**src/rtl/dac_pkg.sv**
```systemverilog
// dac_pkg
//   Shared types and helpers for the PMOD DAC waveform datapath.
//   - DAC_WIDTH  : width of the DAC sample byte
//   - dac_mode_t : waveform mode, encoded as reported on o_Mode
//   - dac_wave() : maps (mode, phase) to the DAC byte
package dac_pkg;

    localparam int DAC_WIDTH = 8;

    typedef enum logic [1:0] {
        MODE_SAW      = 2'd0,
        MODE_SQUARE   = 2'd1,
        MODE_TRIANGLE = 2'd2,
        MODE_HOLD     = 2'd3
    } dac_mode_t;

    function automatic logic [DAC_WIDTH-1:0] dac_wave(
        input dac_mode_t                mode,
        input logic [DAC_WIDTH-1:0]     phase
    );
        logic [DAC_WIDTH-1:0] folded;
        folded = {phase[DAC_WIDTH-2:0], 1'b0};
        case (mode)
            MODE_SAW:      return phase;
            MODE_SQUARE:   return {DAC_WIDTH{phase[DAC_WIDTH-1]}};
            // Upper half of the phase runs the doubled ramp back down.
            MODE_TRIANGLE: return phase[DAC_WIDTH-1] ? ~folded : folded;
            // HOLD never issues a sample; the value is irrelevant.
            default:       return phase;
        endcase
    endfunction

endpackage

```
**src/rtl/dac_tick_gen.sv**
```systemverilog
// dac_tick_gen
//   Sample-rate divider. Counts 0..SAMPLE_DIV-1 while enabled and flags
//   the last count of each period. Disabling clears the count, so a
//   re-enable always starts a full period.
//   Ports:
//     i_Clk     system clock
//     i_Rst_L   asynchronous active-low reset
//     i_Enable  level, 1 = divider runs
//     o_Tick    high during the cycle whose count is SAMPLE_DIV-1
module dac_tick_gen #(
    parameter int SAMPLE_DIV = 25
) (
    input  logic i_Clk,
    input  logic i_Rst_L,
    input  logic i_Enable,
    output logic o_Tick
);

    localparam int CNT_W = (SAMPLE_DIV > 2) ? $clog2(SAMPLE_DIV) : 1;
    localparam logic [CNT_W-1:0] LAST_COUNT = CNT_W'(SAMPLE_DIV - 1);

    logic [CNT_W-1:0] count;

    always_ff @(posedge i_Clk or negedge i_Rst_L) begin
        if (!i_Rst_L) begin
            count <= '0;
        end else if (!i_Enable || (count == LAST_COUNT)) begin
            count <= '0;
        end else begin
            count <= count + 1'b1;
        end
    end

    // Decoded straight from the count register; gated by enable so a
    // disable in the terminal cycle drops the tick.
    assign o_Tick = i_Enable && (count == LAST_COUNT);

endmodule

```
**src/rtl/dac_wave_sequencer.sv**
```systemverilog
// dac_wave_sequencer
//   Schedules DAC samples and generates the sample byte from a phase
//   accumulator in one of four waveform modes, stepped by a push-button.
//   Ports:
//     i_Clk           system clock (25 MHz)
//     i_Rst_L         asynchronous active-low reset
//     i_Enable        level, 1 = sample scheduling runs
//     i_Mode_Next     debounced button level; rising edge advances the mode
//     i_Step          phase increment, sampled on the tick cycle
//     o_Byte          registered DAC sample
//     o_Sample_Valid  one-cycle pulse with each new o_Byte
//     o_Mode          current waveform mode
//
//   Mode FSM:
//     state          | meaning
//     MODE_SAW       | byte = phase
//     MODE_SQUARE    | byte = phase msb replicated
//     MODE_TRIANGLE  | byte = folded, doubled phase
//     MODE_HOLD      | phase and byte frozen, no sample pulses
module dac_wave_sequencer
    import dac_pkg::*;
#(
    parameter int SAMPLE_DIV = 25
) (
    input  logic                 i_Clk,
    input  logic                 i_Rst_L,
    input  logic                 i_Enable,
    input  logic                 i_Mode_Next,
    input  logic [DAC_WIDTH-1:0] i_Step,
    output logic [DAC_WIDTH-1:0] o_Byte,
    output logic                 o_Sample_Valid,
    output logic [1:0]           o_Mode
);

    dac_mode_t            mode_q;
    dac_mode_t            mode_d;
    logic                 mode_next_q;
    logic                 mode_edge;
    logic                 tick;
    logic                 issue;
    logic [DAC_WIDTH-1:0] phase;

    dac_tick_gen #(
        .SAMPLE_DIV (SAMPLE_DIV)
    ) u_tick_gen (
        .i_Clk    (i_Clk),
        .i_Rst_L  (i_Rst_L),
        .i_Enable (i_Enable),
        .o_Tick   (tick)
    );

    assign mode_edge = i_Mode_Next && !mode_next_q;

    // A mode edge in the tick cycle wins: that period's sample is dropped
    // and the next one uses the new mode from phase 0.
    assign issue = tick && !mode_edge && (mode_q != MODE_HOLD);

    always_ff @(posedge i_Clk or negedge i_Rst_L) begin
        if (!i_Rst_L) begin
            mode_q      <= MODE_SAW;
            mode_next_q <= 1'b0;
        end else begin
            mode_q      <= mode_d;
            mode_next_q <= i_Mode_Next;
        end
    end

    always_comb begin
        mode_d = mode_q;
        if (mode_edge) begin
            case (mode_q)
                MODE_SAW:      mode_d = MODE_SQUARE;
                MODE_SQUARE:   mode_d = MODE_TRIANGLE;
                MODE_TRIANGLE: mode_d = MODE_HOLD;
                MODE_HOLD:     mode_d = MODE_SAW;
                default:       mode_d = MODE_SAW;
            endcase
        end
    end

    always_ff @(posedge i_Clk or negedge i_Rst_L) begin
        if (!i_Rst_L) begin
            phase          <= '0;
            o_Byte         <= '0;
            o_Sample_Valid <= 1'b0;
        end else begin
            o_Sample_Valid <= issue;
            if (mode_edge) begin
                phase <= '0;
            end else if (issue) begin
                phase <= phase + i_Step;
            end
            // Sample uses the pre-increment phase.
            if (issue) begin
                o_Byte <= dac_wave(mode_q, phase);
            end
        end
    end

    assign o_Mode = mode_q;

endmodule

```
**config.mk**
```make
export PLATFORM = sky130hd
export DESIGN_NAME = dac_wave_sequencer
export DESIGN_NICKNAME = d
export VERILOG_FILES = /design/src/rtl/dac_pkg.sv /design/src/rtl/dac_tick_gen.sv /design/src/rtl/dac_wave_sequencer.sv
export SDC_FILE = /design/constraint.sdc
export NUM_CORES = 1
export LEC_CHECK = 0
export CELL_PAD_IN_SITES_DETAIL_PLACEMENT = 1
export CELL_PAD_IN_SITES_GLOBAL_PLACEMENT = 2
export CORE_MARGIN = 5
export CORE_UTILIZATION = 30
export CTS_CLUSTER_DIAMETER = 100
export DETAILED_ROUTE_END_ITERATION = 16
export PLACE_DENSITY = 0.83
export SYNTH_ARGS = -nofsm -noshare
export SYNTH_HDL_FRONTEND = slang
export SYNTH_HIERARCHICAL = 1
export SYNTH_SLANG_ARGS = --single-unit
```
**constraint.sdc**
```tcl
create_clock -name i_Clk -period 2 [get_ports i_Clk]
set_input_delay 0.4 -clock i_Clk [delete_from_list [all_inputs] [get_ports i_Clk]]
set_output_delay 0.4 -clock i_Clk [all_outputs]
set_load 0.05 [all_outputs]
```
# After elaboration in Yosys (flattened, before gate mapping)

Cells that the tools add are included.

Output and inout port bits: 11
Input port bits: 12
Word-level logic and storage cells: 30
Register bits: 25

Equal/unequal tests: 5
Reductions and logical operators: 10
Bitwise logic cells: 1
Muxes and demuxes: 6
Add/sub/neg operators: 2

Operators with widths:

| cell                                                 | number |
|---|---|
| two-way mux 8 bit                                    | 3 |
| one-hot mux 8 bit (2 select lines)                   | 1 |
| adder 8 bit                                          | 1 |
| inverter 8 bit                                       | 1 |
| one-hot mux 2 bit (4 select lines)                   | 1 |
| adder 5 x 1 -> 5 bit (second input constant)         | 1 |
| equality test 5 bit (second input constant)          | 1 |
| two-way mux 5 bit                                    | 1 |
| equality test 2 bit (second input constant)          | 2 |
| logical AND 1 bit                                    | 4 |
| zero test 1 bit                                      | 3 |
| equality test 2 x 1 -> 1 bit (second input constant) | 1 |
| zero test 2 bit                                      | 1 |
| inequality test 2 bit (second input constant)        | 1 |
| nonzero test 2 bit                                   | 1 |
| logical OR 1 bit                                     | 1 |

# Longest topological paths before layout

Depth in word-level cells: 7
Gate-level depth with buffers: 10

# Modules after synthesis

Netlist, hierarchy kept.

By module, submodules not included:

| module             | times used | cells an instance | seq. area each (sq um) | area an instance (sq um) |
|---|---|---|---|---|
| dac_wave_sequencer | 1          | 149               | 500.5                  | 1317.5 |
| dac_tick_gen       | 1          | 23                | 125.1                  | 285.3 |

# Worst setup path before layout

OpenSTA, ideal clock, no wires.

Path type: reg2reg
Start: register u_tick_gen.count[0]
End: register phase[6]
Setup time: 0.126 ns
Arrival time: 1.929 ns
Setup slack: -0.055 ns
Period minus slack after synthesis: 2.055 ns
Cell stages (with the launch flop): 11
Path through: dfrtp_1 -> inv_1 -> ha_1 -> and4b_4 -> and2_2 -> nor2b_4 -> nand2_2 -> clkinv_1 -> a32o_1 -> a31oi_1 -> nand3_1

Word-level cells in the longest chain between the ends: 5

RTL lines:

| what                                | line                     | RTL |
|---|---|---|
| start: declaration                  | dac_tick_gen.sv:22       | `logic [CNT_W-1:0] count;` |
| start signal: assignment            | dac_tick_gen.sv:30       | `count <= count + 1'b1;` |
| equality test 5 bit                 | dac_tick_gen.sv:36       | `assign o_Tick = i_Enable && (count == LAST_COUNT);` |
| logical AND 1 bit                   | dac_tick_gen.sv:36       |  |
| via tick                            | dac_wave_sequencer.sv:39 | `logic tick;` |
| logical AND 1 bit (2 in series)     | dac_wave_sequencer.sv:56 | `assign issue = tick && !mode_edge && (mode_q != MODE_HOLD);` |
| via issue                           | dac_wave_sequencer.sv:40 | `logic issue;` |
| nonzero test 2 bit (no source line) | n/a                      |  |
| end signal: assignment              | dac_wave_sequencer.sv:91 | `phase <= phase + i_Step;` |
| end: declaration                    | dac_wave_sequencer.sv:41 | `logic [DAC_WIDTH-1:0] phase;` |

The timed path passes the listed nets, and every way through them passes these cells.
A chain may end at the register's enable or synchronous reset.

# Worst setup path after layout

Start: input port i_Step[0]
End: register phase[6]

Word-level cells in the longest chain between the ends: 3

RTL lines:

| what               | line                     | RTL |
|---|---|---|
| start: declaration | dac_wave_sequencer.sv:29 | `input logic [DAC_WIDTH-1:0] i_Step,` |
| adder 8 bit        | dac_wave_sequencer.sv:91 |  |
| two-way mux 8 bit  | dac_wave_sequencer.sv:90 | `end else if (issue) begin` |
| two-way mux 8 bit  | dac_wave_sequencer.sv:88 | `if (mode_edge) begin` |

Every way passes these cells. The select of a mux whose other input is x is not followed.

==> impl_metrics.csv <==
group,metric,value,unit
global_route,antenna_found_initial,0,
timing,hold_slack,486,ps
synth,synth_compound_gate_area_share,21.5,%
power,ir_drop,0.000353,V
clock_tree,clock_latency,270,ps
synth,synth_area,1600,um2
synth,synth_top_area_share,39.0,%
synth,yosys.area_share.simple,20.6,%
timing,finalWorstSetupSlack,51.8,ps
setup_path,slowest_delay,470,ps
synth,ys.flop_type,"dfrtp_1",
placement,placed_area,2040,um2
synth,yosys_warnings,6,
clock_tree,ctsHtreeMaxLevel,1,
synth,yosysMostFrequentCell,"o21ai_0",
placement,pre_cts_ws,-361,ps
setup_path,crit_fanout,3,
placement,io_buffer_count,22,
setup_path,arrival,2160,ps
synth,syn_inst,172,
setup_path,path_common_cell,"a21o_1",
final_layout,num-nets-final,241,
power,p_int,0.000902,W
clock_tree,cts_tree,"yes",
synth,synth_edf_count,0,
synth,synth_adder_area_share,11.4,%
setup_path,r2r-start,"u_tick_gen/count[1]",
drt,first_iter_violations,73,
synth,synthesis.nets,198,
setup_path,cpLargestDelayFamily,"simple AND/OR/NAND/NOR gates",
timing,setup_viol,0,
synth,synth_common_cells,"28 x o21ai_0, 25 x dfrtp_1, 23 x nand2_1, 13 x ha_1",
setup_path,cp-end-kind,"flop",
die,die_height,83.1,um
timing,post-route-min-period,1950,ps
timing,rsz0062_at_grt,"true",
setup_path,path_cells,"clkdlybuf4s50_1 > ha_2 > fa_2 > a21o_1 > a21o_1 > a21oi_2 > or4b_1 > nand3_1",
timing,fmax,0.513,GHz
drt,wl,3770,um
global_route,grt_pass1_wl,6730,um
drt,wl_per_cell,13.3,um
clock_tree,ctsHoldBuffers,0,
run_status,status,"complete, no violations",
synth,synthDistinctLibCells,44,
clock_tree,cts_sinks,25,
clock_tree,clockBufferDepth,2,
timing,finalMaxSlewViolations,0,
drt,route.detailed.drc,0,
timing,fin_skew,2.31,ps
die,die-area,6900,um2
power,power_density,685,nW/um2
power,switchingPower,0.000549,W
power,combPwrFrac,39.9,%
final_layout,diodes,0,
synth,synth_area_leader_cell,"dfrtp_1",
timing,timing.final.crit_share,97.4,%
min_path,min_path_type,"input pin to asynchronous set/reset pin",
placement,gp_congestion,0.796,
global_route,grt_pass1_vias,1423,
global_route,overflow,0,
die,core,5140,um2
drt,drtPass1Iterations,4,
setup_path,cp_slowest_cell,"clkdlybuf4s50_1",
synth,seq_area_frac_synth,39.0,%
clock_tree,cts_buffers,3,
final_layout,drive_above_1_share,21.0,%
setup_path,crit_type,"input pin to flop",
synth,async_reset_ff_share,100,%
drt,via_count,1393,
power,leakage,0.912,nW
global_route,grt_usage,11.6,%
final_layout,area_growth_syn_to_layout,32.2,%
global_route,grt_max_degree,26,
die,initial_core_util,31.2,%
power,sw_frac_of_total,37.8,%
clock_tree,clk_pin_slew,90,ps
synth,syn_area_per_cell,9.32,um2
drt,ant_nets,0,
synth,synth.area.mux_share,1.33,%
final_layout,num-fill-cells,638,
timing,worst_pin_slew,505,ps
placement,dpl.hpwl,2930,um
die,die_w,83.1,um
setup_path,cp-start-kind,"input pin",
synth,synth_top_family_by_area,"compound AO/OA/AOI/OAI gates",
power,power_frac_clock,21.8,%
power,p_seq_share,38.4,%
die,ios,23,
synth,synth_xor_area_share,2.73,%
synth,ys_ff_latch,25,
drt,viasPerCell,4.90,
timing,finalHoldViolCount,0,
timing,fin_setup_tns,0,ps
setup_path,crit_start,"i_Step[0]",
setup_path,required,2210,ps
synth,yosys-top-cells-area,"dfrtp_1 39%, ha_1 10%, o21ai_0 8.7%, nand2_1 5.4%, o211ai_1 3.3%",
clock_tree,root_buffer,"clkbuf_8",
timing,max_slew_margin,66.2,%
die,placementRows,26,
job,max_cap_viol_count,0,
setup_path,cp_num_buf_inv,1,
final_layout,fin_area,2120,um2
## power by group through the flow
stage / combinational [W] / sequential, W / clock (W)
2_1_floorplan: 0.000340 / 0.000630 / 0
3_3_place_gp: 0.000573 / 0.000566 / 0
3_5_place_dp: 0.000580 / 0.000568 / 0
4_1_cts: 0.000580 / 0.000558 / 0.000316
5_1_grt: 0.000656 / 0.000563 / 0.000344
6_report: 0.000578 / 0.000557 / 0.000316
## stage by stage
| stage | total power [W] | std cells | utilization, % |
|---|---|---|---|
| 5_1_grt | 0.00156 | 284 | 41.2 |
| 4_1_cts | 0.00145 | 283 | 40.7 |
| 6_report | 0.00145 | 284 | 41.2 |
| 3_3_place_gp | 0.00114 | 278 | 39.6 |
| 2_1_floorplan | 0.000970 | 172 | - |
| 3_5_place_dp | 0.00115 | 278 | 39.6 |
## per-layer routing
metal	wire length [um]	share of wire (%)	track usage [%]	up-vias
met2	1800	48	19.2	20
li1	-	-	-	699
met3	86	2.3	1.39	4
met1	1830	49	15.6	670
met5	0	0	0	-
met4	51	1.4	4.01	0
## layout by cell type, fill, tap and decap left out, drive strengths merged, types with 3 or more instances in the layout
master,Yosys,layout
o21ai,29,29
dfrtp,25,25
nand2,24,24
buf,2,22
clkdlybuf4s50,0,21
ha,13,13
nor2b,8,8
o211ai,7,7
inv,7,7
a21oi,7,7
nor2,5,5
clkbuf,4,4
a31oi,3,3
xnor2,3,3
a21o,3,3
## what timing repair did
item	4_1_cts	5_1_grt
pin swaps	2	2
resized for setup	3	7
hold endpoints to repair	0	0
endpoints found under the setup margin	2	2
buffers inserted	1	1
gates cloned	0	0
## worst paths after layout
path                          endpoint  slack, ps  depth (start not counted)
hold reg to reg              o_Byte[3]        490                          2
min in group i_Clk           o_Byte[3]        490                          2
hold / removal             mode_next_q        490                          2
max in group asynchronous     phase[1]       1250                          2
setup / recovery              phase[6]         50                          8
setup reg to reg              phase[7]         50                          9
## registers in the layout, indices dropped and copies added, names as in the netlist
name and flops:
phase 8, o_Mode 2, mode_next_q 1, u_tick_gen/count 5, o_Sample_Valid 1, o_Byte 8
## cell type report
class	count	area (um2)	share of cell area, %
clock buffers	4	45.0	2.13
multi-input cells	133	945	44.6
well taps	70	87.6	4.13
flip-flops and latches	25	627	29.6
repair buffers	44	384	18.1
inverters	8	31.3	1.48
## cells by family (layout without fill, tap and decap cells)
family,Yosys count,after routing
adders and majority gates,14,14
and+or+nand+nor,56,56
DFF,25,25
AOI/OAI and AO/OA,56,56
muxes,2,2
xor gates and xnor gates,5,5
buffers and inverters,14,56
Power figures use the tool's default switching activity.
==> edit 1: new RTL, same settings <==
`SAMPLE_DIV` is set to 25 in 2 places; all go to 50.
--- a/src/rtl/dac_tick_gen.sv
+++ b/src/rtl/dac_tick_gen.sv
@@ -9,5 +9,5 @@
 //     o_Tick    high during the cycle whose count is SAMPLE_DIV-1
 module dac_tick_gen #(
-    parameter int SAMPLE_DIV = 25
+    parameter int SAMPLE_DIV = 50
 ) (
     input  logic i_Clk,
--- a/src/rtl/dac_wave_sequencer.sv
+++ b/src/rtl/dac_wave_sequencer.sv
@@ -21,5 +21,5 @@
     import dac_pkg::*;
 #(
-    parameter int SAMPLE_DIV = 25
+    parameter int SAMPLE_DIV = 50
 ) (
     input  logic                 i_Clk,
Function: no difference found for any inputs over 10 cycles, from zero or initial values and one cycle with i_Rst_L low; that may be too few to reach the edited logic, so the function may still have changed.
==> edit 1 against the original RTL <==
Power rose by 6.9%. Critical endpoint is now phase[7]. Design area rose by 0.24%. Wire length rose by 1.9%. Synthesized area rose by 0.39%. Core utilization fell by 0.16 points. Sequential cell count rose by 1. Critical path type unchanged. Synthesized cell count rose by 2.9%. Worst hold slack got worse by 0.0020 ns. Setup slack improved by 0.020 ns.
==> edit 1: results (changes against the original RTL) <==
| Metric | Value |
|---|---|
| Largest regs | o_Byte x8, phase x8, u_tick_gen/count x6 |
| Static leakage | 0.932 nW (+2.1%) |
| VDD IR-drop max | 321 uV (-9.0%) |
| DR iter-0 viols | 54 (-26%) |
| Layout cell share with drive strength beyond 1 | 16.6% (-4.4 points) |
| Pre-CTS setup slack | -0.411 ns (-0.0505 ns) |
| DR WL/cell | 13.4 um (+0.82%) |
| Wl on met1 | 1790 um (-2.0%) |
| Critical Path Max Stage Delay | 0.40 ns (-0.07 ns) |
| Commonest cells in the netlist | 27 x o21ai_0, 26 x dfrtp_1, 24 x nand2_1 |
| Area after DPL | 2050 sq um (+0.86%) |
| Max FO, Critical Path | 5 (+2) |
| Syn Nets | 203 (+2.5%) |
| Global-route wire length before repair | 6630 um (-1.5%) |
| Slew @ Worst Pin | 0.517 ns (+0.0117 ns) |
| GRT Overall Usage | 11.5% (-0.10 points) |
| DP HPWL | 3030 um (+3.7%) |
| Largest net degree at the start of global routing | 27 (+3.8%) |
| Layout Skew | 0.00191 ns (-0.000393 ns) |
| Status | finished, final reports clean |
| Metal2 WL | 1870 um (+3.9%) |
| Worst Path Arrival | 2.14 ns (-0.02 ns) |
| Vias in the first global route | 1,424 (+0.070%) |
| Fin nets | 244 (+1.2%) |
| Met3 WL | 97 um (+13%) |
| Post-synthesis sequential area ratio | 40.4% (+1.4 points) |
| Worst min-delay path class | register to register |
| Vias per cell | 4.80 (-2.0%) |
| Top post-synthesis cells by area | dfrtp_1 40%, ha_1 10%, o21ai_0 8.4% |
| Final Wtd Congestion | 0.793 (-0.39%) |
| Library cells used by synthesis | 39 (-11%) |
-- edit 1: cell count changes in the layout (fill, tap and decap cells not counted), sizes merged, moves of 2 or more --
cell,change
nor2,+5
and4,-2
buf,-2
nand3,+2
nor3b,-2
nor4,-2
-- edit 1: final cells by class --
type,count,area (sq um)
well taps,70,87.6
flip-flops and latches,26,651
clock buffers,4,55.1
multi-input cells,136,913
fillers,599,3050
repair buffers,42,384
inverters,9,33.8
-- edit 1: power by group --
group | switching (mW) | total [mW] | internal, mW | leakage, nW
Combinational | 0.381 | 0.621 | 0.240 | 0.556
Clock | 0.165 | 0.341 | 0.176 | 0.0288
Sequential | 0.0303 | 0.589 | 0.558 | 0.347
-- edit 1: worst reg2reg max path: stages, from the launching register on --
cell and delay [ns]:
dfrtp_1 0.41, inv_1 0.07, ha_1 0.14, nand4bb_1 0.13
nor3_2 0.15, nor2b_4 0.20, nand3b_1 0.09, or3_1 0.33
a31o_1 0.23, a21oi_2 0.10
-- edit 1: final timing paths --
| kind | from | slack [ns] | endpoint |
|---|---|---|---|
| max | i_Step[5] | 0.07 | phase[7] |
| min | o_Byte[3] | 0.48 | o_Byte[3] |
| max reg2reg | u_tick_gen/count[1] | 0.09 | phase[7] |
| min reg2reg | o_Byte[3] | 0.48 | o_Byte[3] |
| max in group asynchronous | i_Rst_L | 1.26 | o_Byte[6] |
| min in group asynchronous | i_Rst_L | 0.49 | o_Mode[1] |
-- edit 1: cell families after synthesis --
family | share of synthesized area (%)
AND/OR/NAND/NOR | 18.1
AO/OA/AOI/OAI | 21.3
flip-flops | 40.4
buffers and inverters | 3.65
adder cells (fa/ha/maj) | 11.4
XOR/XNOR | 3.81
multiplexers | 1.32
-- edit 1: repair_timing --
item / in CTS / in global routing
pin swaps: 1 / 4
endpoints found under the setup margin: 3 / 2
resized for setup: 4 / 2
-- edit 1: through the flow --
stage	instances	TNS (ns)
global route	287	-0.0365
floorplan	177	0
finish	287	0
detailed placement	283	-1.24
global placement	283	-0.915
CTS	287	0
-- edit 1: per-layer routing --
layer	global-route usage (%)	up-vias
li1	-	707
met1	14.6	648
met2	20.0	20
met3	0.891	4
met4	4.90	0
met5	0	-
==> edit 2: new RTL, same flow settings <==
Without the edit above. Reset style: synchronous (`i_Rst_L`), changed in 3 clocked blocks. Comments in the files are not updated.
--- a/src/rtl/dac_tick_gen.sv
+++ b/src/rtl/dac_tick_gen.sv
@@ -22,5 +22,5 @@
     logic [CNT_W-1:0] count;
 
-    always_ff @(posedge i_Clk or negedge i_Rst_L) begin
+    always_ff @(posedge i_Clk) begin
         if (!i_Rst_L) begin
             count <= '0;
--- a/src/rtl/dac_wave_sequencer.sv
+++ b/src/rtl/dac_wave_sequencer.sv
@@ -56,5 +56,5 @@
     assign issue = tick && !mode_edge && (mode_q != MODE_HOLD);
 
-    always_ff @(posedge i_Clk or negedge i_Rst_L) begin
+    always_ff @(posedge i_Clk) begin
         if (!i_Rst_L) begin
             mode_q      <= MODE_SAW;
@@ -79,5 +79,5 @@
     end
 
-    always_ff @(posedge i_Clk or negedge i_Rst_L) begin
+    always_ff @(posedge i_Clk) begin
         if (!i_Rst_L) begin
             phase          <= '0;
Behaviour: differs if i_Rst_L is asserted again (counterexample within 4 cycles, from zero or initial values and one cycle with i_Rst_L low); with i_Rst_L held inactive, the same outputs for 10 cycles.
==> edit 2 against the original RTL <==
Wire length down 2.6%. Design area fell by 7.4%. Setup slack gained 0.032 ns. Synthesized area decreased by 8.3%. Clock skew grew 0.0048 ns. Sequential cell count did not move. First-iteration DRC count is 45% lower.
Power is not compared: it rests on default switching activity, and its combinational part moved more than twofold at a synthesized area within 25%.
==> edit 2: results (changes against the original RTL) <==
| Metric | Value |
|---|---|
| Status | finished, final reports clean |
| Library cells used by synthesis | 39 (-11%) |
| Final cell count without fillers | 287 (+1.1%) |
| Metal2 WL | 1710 um (-4.8%) |
| DP Cell Count | 282 (+1.4%) |
| Met3 WL | 80 um (-7.0%) |
| Initial Utilization | 30.9% (-0.26 points) |
| Post-synthesis sequential area ratio | 34.0% (-5.0 points) |
| Syn Nets | 206 (+4.0%) |
| Cells after Synth | 180 (+4.7%) |
| GRT Overall Usage | 13.0% (+1.4 points) |
| Fin nets | 247 (+2.5%) |
| Asr flop ratio synth | 0% (-100 points) |
| Post-synthesis adder-cell area fraction | 12.4% (+1.0 points) |
| Global-route wire length before repair | 6580 um (-2.3%) |
| Commonest cells in the netlist | 25 x dfxtp_1, 24 x nand2_1, 13 x ha_1 |
| Layout cell share with drive strength beyond 1 | 15.0% (-6.0 points) |
| # fillers | 590 (-7.5%) |
| Compound-Gate Fraction of Synth Area | 19.7% (-1.7 points) |
| DR iter-0 viols | 40 (-45%) |
| DR WL/cell | 12.8 um (-3.6%) |
| Worst min-delay path class | register to register |
| DP HPWL | 2920 um (-0.14%) |
| Vias in the first global route | 1,420 (-0.21%) |
| Worst Path Arrival | 1.52 ns (-0.64 ns) |
| Xor-xnor portion of the synthesized cell area | 4.77% (+2.0 points) |
[edit 2: changes by cell type in the layout (fill, tap and decap cells not counted), sizes merged, moves of 4 or more]
cell / before / now
dfrtp: 25 / 0
dfxtp: 0 / 25
o21ai: 29 / 13
nand3: 2 / 12
nor2: 5 / 11
a21oi: 7 / 12
a21boi: 0 / 4
inv: 7 / 11
[edit 2: per-stage QoR]
stage | cell area [sq um] | util (%)
after floorplan | 1470 | -
after global placement | 1900 | 39.9
after detailed placement | 1900 | 39.9
after CTS | 1950 | 41.1
after global routing | 1960 | 41.3
final | 1960 | 41.3
[edit 2: repair_timing]
action / CTS / global route
setup buffers: 0 / 1
hold buffers: 0 / 0
pin swaps: 0 / 2
endpoints found under the setup margin: 1 / 3
resized for setup: 2 / 1
[edit 2: logic make-up after synthesis]
family	count (synthesis)
compound gates	46
xor+xnor	8
fa+ha+maj	14
buf+inv	18
flops	25
mux	2
simple gates	67
[edit 2: layout make-up]
class,count,share of cell area [%]
multi-input combinational,137,45.7
inverter,11,2.10
sequential,25,25.5
clock buffer,3,2.10
timing repair buffer,43,19.9
clock inverter,1,0.383
tap,67,4.27
[edit 2: layer usage]
| metal | up-vias | GRT usage [%] |
|---|---|---|
| li1 | 699 | - |
| met1 | 616 | 16.6 |
| met2 | 20 | 21.5 |
| met3 | 7 | 1.35 |
| met4 | 0 | 6.76 |
| met5 | - | 0 |
[edit 2: report_power, final]
part           internal [mW]  switching (mW)  total, mW
Sequential             0.504         0.00621      0.510
Combinational         0.0668          0.0794      0.146
Clock                  0.142           0.177      0.318
Total                  0.712           0.262      0.974
[edit 2: tightest hold or removal path, delay by kind of cell (launching register included)]
kind	cells	cell delay, ns
flops	1	0.32
simple gates	1	0.05
compound gates	1	0.05
[edit 2: path summary, 6_finish.rpt]
kind | start | to | slack, ns | cells after the start
max | o_Mode[1] | o_Mode[1] | 0.08 | 1
min | o_Byte[3] | o_Byte[3] | 0.46 | 2
max reg2reg | u_tick_gen/count[0] | phase[1] | 0.24 | 9
min reg2reg | o_Byte[3] | o_Byte[3] | 0.46 | 2
